[config.mk]
export PLATFORM = sky130hd
export DESIGN_NAME = bsg_wormhole_link_arbiter_in
export DESIGN_NICKNAME = d
export VERILOG_FILES = /design/src/rtl/bsg_wormhole_link_arbiter_in_pkg.sv /design/src/rtl/bsg_wormhole_rr_picker.sv /design/src/rtl/bsg_wormhole_link_arbiter_in.sv
export SDC_FILE = /design/constraint.sdc
export NUM_CORES = 1
export LEC_CHECK = 0
export ABC_CLOCK_PERIOD_IN_PS = 5800
export CAP_MARGIN = 20
export CORE_UTILIZATION = 34
export CTS_BUF_LIST = sky130_fd_sc_hd__clkbuf_2
export DETAILED_ROUTE_END_ITERATION = 10
export PLACE_DENSITY = 0.88
export REMOVE_ABC_BUFFERS = 1
export SLEW_MARGIN = 40
export SYNTH_ARGS = -nofsm -noshare
export SYNTH_HDL_FRONTEND = slang
export SYNTH_SLANG_ARGS = --single-unit
[constraint.sdc]
create_clock -name clk_i -period 5.8 [get_ports clk_i]
set_input_delay 0.58 -clock clk_i [delete_from_list [all_inputs] [get_ports clk_i]]
set_output_delay 0.58 -clock clk_i [all_outputs]
set_load 0.05 [all_outputs]
[src/rtl/bsg_wormhole_link_arbiter_in_pkg.sv]
// Shared types and helpers for the wormhole link-input arbiter and its
// round-robin picker.
package bsg_wormhole_link_arbiter_in_pkg;

    typedef enum logic {
        e_idle = 1'b0,
        e_busy = 1'b1
    } arb_state_e;

    // Index width that stays at least one bit wide for degenerate counts.
    function automatic int safe_clog2(input int n);
        return (n <= 1) ? 1 : $clog2(n);
    endfunction

endpackage

[src/rtl/bsg_wormhole_rr_picker.sv]
// Combinational round-robin first-one search starting at ptr_i.
// When nothing is valid, grant_o falls back to ptr_i.
module bsg_wormhole_rr_picker
    import bsg_wormhole_link_arbiter_in_pkg::*;
#(
    parameter int els_p      = 4,
    parameter int id_width_p = safe_clog2(els_p)
) (
    input  logic [els_p-1:0]      v_i,
    input  logic [id_width_p-1:0] ptr_i,
    output logic [id_width_p-1:0] grant_o,
    output logic                  found_o
);

    logic [id_width_p-1:0] cand;

    // Walk from the farthest candidate back to ptr_i so the closest valid wins.
    always_comb begin
        grant_o = ptr_i;
        found_o = 1'b0;
        cand    = '0;
        for (int k = els_p - 1; k >= 0; k--) begin
            cand = id_width_p'((int'(ptr_i) + k) % els_p);
            if (v_i[cand]) begin
                grant_o = cand;
                found_o = 1'b1;
            end
        end
    end

endmodule

[src/rtl/bsg_wormhole_link_arbiter_in.sv]
// Packet-granular round-robin arbiter sharing one wormhole link among els_p
// flit streams; the grant is locked for the header's len body flits.
//
//   state  | meaning
//   e_idle | header boundary, round-robin selection from rr_ptr_q
//   e_busy | body of a locked packet, lock_q owns the link, cnt_q flits left
module bsg_wormhole_link_arbiter_in
    import bsg_wormhole_link_arbiter_in_pkg::*;
#(
    parameter int els_p        = 4,
    parameter int flit_width_p = 32,
    parameter int cord_width_p = 5,
    parameter int len_width_p  = 4,
    localparam int id_width_lp = safe_clog2(els_p)
) (
    input  logic                          clk_i,
    input  logic                          reset_n_i,
    input  logic [els_p*flit_width_p-1:0] link_data_i,
    input  logic [els_p-1:0]              link_v_i,
    output logic [els_p-1:0]              link_ready_and_o,
    output logic [flit_width_p-1:0]       link_data_o,
    output logic                          link_v_o,
    input  logic                          link_ready_and_i,
    output logic [id_width_lp-1:0]        grant_id_o,
    output logic                          busy_o
);

    arb_state_e             state_q, state_d;
    logic [len_width_p-1:0] cnt_q, cnt_d;
    logic [id_width_lp-1:0] lock_q, lock_d;
    logic [id_width_lp-1:0] rr_ptr_q, rr_ptr_d;

    logic [id_width_lp-1:0]  pick_id, sel_id;
    logic                    pick_found, sel_v, xfer;
    logic [flit_width_p-1:0] sel_flit;
    logic [len_width_p-1:0]  hdr_len;

    bsg_wormhole_rr_picker #(
        .els_p      (els_p),
        .id_width_p (id_width_lp)
    ) picker (
        .v_i     (link_v_i),
        .ptr_i   (rr_ptr_q),
        .grant_o (pick_id),
        .found_o (pick_found)
    );

    assign sel_id = (state_q == e_busy) ? lock_q : pick_id;

    always_comb begin
        sel_flit = '0;
        sel_v    = 1'b0;
        for (int i = 0; i < els_p; i++) begin
            if (sel_id == id_width_lp'(i)) begin
                sel_flit = link_data_i[i*flit_width_p +: flit_width_p];
                sel_v    = link_v_i[i];
            end
        end
    end

    // Handshake outputs are gated by reset so they drop the moment reset asserts.
    always_comb begin
        link_ready_and_o = '0;
        for (int i = 0; i < els_p; i++) begin
            link_ready_and_o[i] = reset_n_i & link_ready_and_i & (sel_id == id_width_lp'(i));
        end
    end

    assign link_v_o    = reset_n_i & ((state_q == e_busy) ? sel_v : pick_found);
    assign link_data_o = sel_flit;
    assign grant_id_o  = reset_n_i ? sel_id : '0;
    assign busy_o      = reset_n_i & (state_q == e_busy);

    assign xfer    = link_v_o & link_ready_and_i;
    assign hdr_len = sel_flit[cord_width_p +: len_width_p];

    always_comb begin
        state_d  = state_q;
        cnt_d    = cnt_q;
        lock_d   = lock_q;
        rr_ptr_d = rr_ptr_q;
        case (state_q)
            e_idle: begin
                if (xfer) begin
                    rr_ptr_d = (sel_id == id_width_lp'(els_p - 1)) ? '0 : sel_id + 1'b1;
                    if (hdr_len != '0) begin
                        cnt_d   = hdr_len;
                        lock_d  = sel_id;
                        state_d = e_busy;
                    end
                end
            end
            e_busy: begin
                if (xfer) begin
                    cnt_d = cnt_q - 1'b1;
                    if (cnt_q == len_width_p'(1)) begin
                        state_d = e_idle;
                    end
                end
            end
            default: state_d = e_idle;
        endcase
    end

    always_ff @(posedge clk_i or negedge reset_n_i) begin
        if (!reset_n_i) begin
            state_q  <= e_idle;
            cnt_q    <= '0;
            lock_q   <= '0;
            rr_ptr_q <= '0;
        end else begin
            state_q  <= state_d;
            cnt_q    <= cnt_d;
            lock_q   <= lock_d;
            rr_ptr_q <= rr_ptr_d;
        end
    end

`ifndef SYNTHESIS
    // A stalled body flit must stay valid until the link takes it.
    locked_valid_held_a : assert property (
        @(posedge clk_i) disable iff (!reset_n_i)
        (state_q == e_busy && link_v_o && !link_ready_and_i) |=> link_v_i[lock_q]
    );
`endif

endmodule

==> out/metrics.cfg, run 1 <==
[timing]
relSlewSlack=0.5435
rsz0062_at_grt=false
fin_tns_setup_ps=0
fmax_mhz=205.8
slew_viol_final=0
min_period_ps=4859
hold_viol=0
fin_skew_ps=3.831
setup_violations=0
tightest_slew_ps=684.7
post-route-period-util=0.8377

[logic_synthesis]
synth-main-ff-cell=dfrtp_1
async_reset_ff_frac=1.000
syn_area_sq_um=1889
syn_inst=305
synth-seq-cells=9
synthDistinctLibCells=42
synth_seq_area_share=0.1192
synth_edf_count=0
ys_warn_count=0
syn_area_per_cell_sq_um=6.194

[clock_network]
cts_sinks=9
htreeDepth=1
cts_hold_buffers=0
clock-root-buffer=clkbuf_2
clockBufferDepth=2
ctsResizeCount=0
path_clk_slew_ps=90
tritoncts=built
post_cts_buffers=0
clock_latency_ps=250
numCtsBuffers=3

[final_layout]
nets=602
drive_gt1_frac=0.04783
n_antenna_cell=0
finalCoreUtilization=0.6995
area_growth_pct=93.91

[run_status]
status=finished clean

[setup_path]
worst_r2r_endpoint=lock_q[0]
reg2reg_depth=8
r2r_slack_ps=2320
cp.arrival_ps=4280
r2r_start=state_q
cp-startpoint=link_v_i[3]
crit_type=input pin to output port
endpoint_kind=output port
required_ps=5220
endpoint=link_v_o
crit_fanout=46
setup.worst_path.start_class=input pin

[floorplanning]
die_y_um=76.55
core_area_sq_um=5238
ios=175
die_area_sq_um=5859
fp-row-count=26
dieWidth_um=76.55
floorplan.initialDensity=0.3607

[detailed_routing]
first_pass_iters=4
wl_per_cell_um=15.22
ant_nets=0
viasPerCell=5.294
num_vias=2806
drt_iter0_drc=166
drc=0
wl_um=8067

[global_route]
overflow=0
grt_pass1_vias=2714
grt_pass1_wl_um=12790
grt_max_degree=51
antenna_found_initial=0
grtUsageTotal=0.2646

[place]
io_buffer_count=174
place_hpwl_um=6363
gp_congestion=0.8629

[job]
maxCapViolCount=0

[worst_hold_path]
min_path_type=input pin to asynchronous set/reset pin

[kinds of logic (layout without fill, tap and decap cells)]
logic type | after synthesis | in the layout | share of synthesized area
AND/OR/NAND/NOR | 131 | 131 | 0.3583
AO/OA/AOI/OAI | 119 | 119 | 0.3782
buffers and inverters | 35 | 190 | 0.07484
flip-flops | 9 | 9 | 0.1192
adder cells (fa/ha/maj) | 6 | 6 | 0.03973
multiplexers | 5 | 5 | 0.02980
[cell type report]
cell class | instances | area [sq um]
Inverter | 7 | 26.28
Clock buffer | 4 | 20.02
Multi-Input combinational cell | 261 | 1530
Sequential cell | 9 | 225.2
Timing Repair Buffer | 179 | 1774
Tap cell | 70 | 87.58
Fill cell | 463 | 1574
[critical path, cell delays in order]
cell             delay (ps)
clkdlybuf4s50_1         580
and2b_1                 220
nor3b_1                 180
o32a_1                  220
mux2_2                  210
ha_2                    640
a21oi_1                 160
a221oi_1                390
nor2_1                  180
nor2_1                  130
clkdlybuf4s50_1         800
[cell usage after synthesis, drive strengths merged, types with 2 or more instances]
cell    number  share of area
dfrtp        9           0.12
nor2b        3         0.0099
nor3b        2         0.0079
and2         6          0.020
o211ai       6          0.031
a21oi       58           0.15
o31ai        2         0.0079
nor3         2         0.0053
nand2       68           0.14
nand3        2         0.0053
buf          8          0.021
a32oi        3          0.014
nand3b      33           0.13
clkbuf      20          0.040
inv          7          0.014
mux2         5          0.030
o32a         2          0.011
o22a         3          0.014
nor2         7          0.014
ha           6          0.040
o21ai       34          0.090
and3         4          0.013
[stage by stage]
stage | area (sq um) | hold WS (ps) | worst slack [ps] | cells
after detailed placement | 3649 | 504.7 | 964.7 | 526
final | 3664 | 244.5 | 941.4 | 530
after global routing | 3664 | 240.3 | 649.0 | 530
after global placement | 3649 | 489.0 | 1090 | 526
after floorplan | 1774 | 284.4 | 1478 | 277
after CTS | 3669 | 527.1 | 958.6 | 530
[flip-flops by register name (all words and copies together) (netlist names)]
register,count
cnt_q,4
lock_q,2
rr_ptr_q,2
state_q,1
[layout by cell type (no fill, tap or decap), drive strengths merged, types with 3 or more instances in the layout]
cell type / netlist / final
ha: 6 / 6
nor2: 7 / 7
o22a: 3 / 3
nand2: 68 / 68
and3: 4 / 4
clkdlybuf4s50: 0 / 173
buf: 8 / 5
nor2b: 3 / 3
dfrtp: 9 / 9
mux2: 5 / 5
o211ai: 6 / 6
clkbuf: 20 / 5
a32oi: 3 / 3
inv: 7 / 7
and2: 6 / 6
nand3b: 33 / 33
o21ai: 34 / 34
a21oi: 58 / 58
[routing by layer]
layer,up-vias,GRT usage,share of wire,routed length (um)
met2,130,0.4928,0.50,4012
met1,1256,0.3043,0.40,3256
met3,20,0.04072,0.068,550
met4,0,0.08654,0.031,248
met5,-,0,0,0
li1,1400,-,-,-
[worst min-delay path by stage]
stage | depth (start not counted) | from | slack, ps | to
floorplan | 0 | reset_n_i | 280 | cnt_q[0]
global placement | 1 | lock_q[0] | 490 | lock_q[0]
detailed placement | 1 | lock_q[1] | 500 | lock_q[1]
CTS | 1 | lock_q[1] | 530 | lock_q[1]
global route | 1 | reset_n_i | 240 | lock_q[0]
finish | 1 | reset_n_i | 240 | rr_ptr_q[1]
Power of run 1 is left out: the tool's default activity adds up to more than one toggle a clock period on the data nets, which glitch-free logic cannot reach.
==> run 2, diff against run 1 <==
Settings changed: ABC_CLOCK_PERIOD_IN_PS 5800 to 4900, CORE_UTILIZATION 34 to 32, PLACE_DENSITY 0.88 to 0.84.
Clock period 5.8 ns to 4.9 ns, I/O delays scaled along.
==> out/metrics.cfg, run 2 (synthesis gave the netlist of run 1 again) <==
[final_layout]
multiInputGateArea_sq_um=1530  ; unchanged
largest_reg_flops=4  ; unchanged
layout_common_cells=clkdlybuf4s50_1 (141), nand2_1 (68), a21oi_1 (58)  ; was clkdlybuf4s50_1 (173), nand2_1 (68), a21oi_1 (58)
layout_top_registers=cnt_q (4), lock_q (2), rr_ptr_q (2)  ; unchanged
drive_gt1_frac=0.1174  ; was 0.04783
largest_register=cnt_q  ; unchanged
layout_commonest_cell=clkdlybuf4s50_1  ; unchanged
regArea_sq_um=225.2  ; unchanged
nets=602  ; unchanged
n_antenna_cell=0  ; unchanged
n_fill_cell=505  ; was 463
area_growth_pct=90.60  ; was 93.91%

[clock_network]
tritoncts=built  ; unchanged
clock-root-buffer=clkbuf_2  ; unchanged
clock_latency_ps=260  ; was 250 ps
cts_sinks=9  ; unchanged
path_clk_slew_ps=100  ; was 90 ps
htreeDepth=1  ; unchanged
cts_hold_buffers=0  ; unchanged
clockBufferDepth=2  ; unchanged
ctsResizeCount=0  ; unchanged
numCtsBuffers=3  ; unchanged
post_cts_buffers=0  ; unchanged

[detailed_routing]
viasPerCell=5.246  ; was 5.294
drc=0  ; unchanged
wl_per_cell_um=15.04  ; was 15.22 um
wl_um=8002  ; was 8067 um
ant_nets=0  ; unchanged
drt_iter0_drc=112  ; was 166
first_pass_iters=4  ; unchanged
num_vias=2791  ; was 2806

[global_route]
antenna_found_initial=0  ; unchanged
grt_max_degree=44  ; was 51
grt_pass1_vias=2494  ; was 2714
grt_pass1_wl_um=12170  ; was 12790 um
overflow=0  ; unchanged
grtUsageTotal=0.2435  ; was 0.2646

[floorplanning]
fp-row-count=27  ; was 26
die_area_sq_um=6216  ; was 5859 sq um
core_area_sq_um=5608  ; was 5238 sq um
dieWidth_um=78.84  ; was 76.55 um
floorplan.initialDensity=0.3369  ; was 0.3607
ios=175  ; unchanged
die_y_um=78.84  ; was 76.55 um

[timing]
relSlewSlack=0.4971  ; was 0.5435
fin_skew_ps=2.230  ; was 3.831 ps
hold_viol=0  ; unchanged
tightest_slew_ps=752.1  ; was 684.7 ps
fmax_mhz=249.4
rsz0062_at_grt=false  ; unchanged
fin_tns_setup_ps=0  ; unchanged
setup_violations=0  ; unchanged
slew_viol_final=0  ; unchanged
post-route-period-util=0.8184
min_period_ps=4010

[setup_path]
setup.worst_path.start_class=input pin  ; unchanged
required_ps=4410  ; was 5220 ps
crit_type=input pin to output port  ; unchanged
cp-startpoint=link_v_i[2]  ; was link_v_i[3]
cp.buffers_inverters=4  ; was 2
critical-path-top-delay-family=buffers and inverters  ; unchanged
crit_chain=clkdlybuf4s50_1, nor2b_1, o21ai_0, o31ai_1, mux2_2, inv_1, ha_2, buf_4, nand2_1, a21oi_1, a21oi_1, o21ai_0, buf_4  ; was clkdlybuf4s50_1, and2b_1, nor3b_1, o32a_1, mux2_2, ha_2, a21oi_1, a221oi_1, nor2_1, nor2_1, clkdlybuf4s50_1
r2r_start=rr_ptr_q[0]  ; was state_q
slowest_stage=clkdlybuf4s50_1  ; unchanged
endpoint_kind=output port  ; unchanged
cp.arrival_ps=3520  ; was 4280 ps
slowest_delay_ps=500  ; was 800 ps
crit_fanout=41  ; was 46

[worst_hold_path]
min_path_type=register to register  ; was input pin to asynchronous set/reset pin
hold_start=lock_q[0]

[place]
io_buffer_count=174  ; unchanged
gp_congestion=0.9724  ; was 0.8629
place_hpwl_um=6359  ; was 6363 um

[job]
maxCapViolCount=0  ; unchanged

[run_status]
status=finished clean  ; unchanged

-- run 2: through the flow --
step	cell area [sq um]	worst slack, ps	util	instances	hold slack [ps]
finish	3601	890.0	0.6421	532	517.4
global route	3601	618.0	0.6421	532	538.9
CTS	3601	889.1	0.6421	532	521.5
detailed placement	3581	907.1	0.6386	528	498.6
global placement	3581	995.5	0.6386	528	486.4
floorplan	1774	758.0	-	277	194.4
-- run 2: area by class of cell --
| class | instances | share of cell area |
|---|---|---|
| Multi-Input combinational cell | 261 | 0.4249 |
| Timing Repair Buffer | 179 | 0.4746 |
| Clock buffer | 4 | 0.005559 |
| Tap cell | 72 | 0.02502 |
| Inverter | 7 | 0.007297 |
| Sequential cell | 9 | 0.06254 |
-- run 2: metal layers --
metal	vias to the layer above	routed length, um	GRT usage	share of wire
met5	-	0	0	0
met4	0	78	0.03818	0.0097
met3	9	686	0.04713	0.086
met2	118	3939	0.4235	0.49
met1	1265	3298	0.3153	0.41
li1	1399	-	-	-
-- run 2: final timing paths --
path | end | cells after the start | slack (ps)
max | link_data_o[29] | 13 | 890
min | lock_q[0] | 1 | 520
max reg2reg | lock_q[0] | 10 | 1670
min reg2reg | lock_q[0] | 1 | 520
max in group asynchronous | lock_q[1] | 1 | 3770
min in group asynchronous | cnt_q[1] | 1 | 660
Power of run 2 is left out for the same reason.
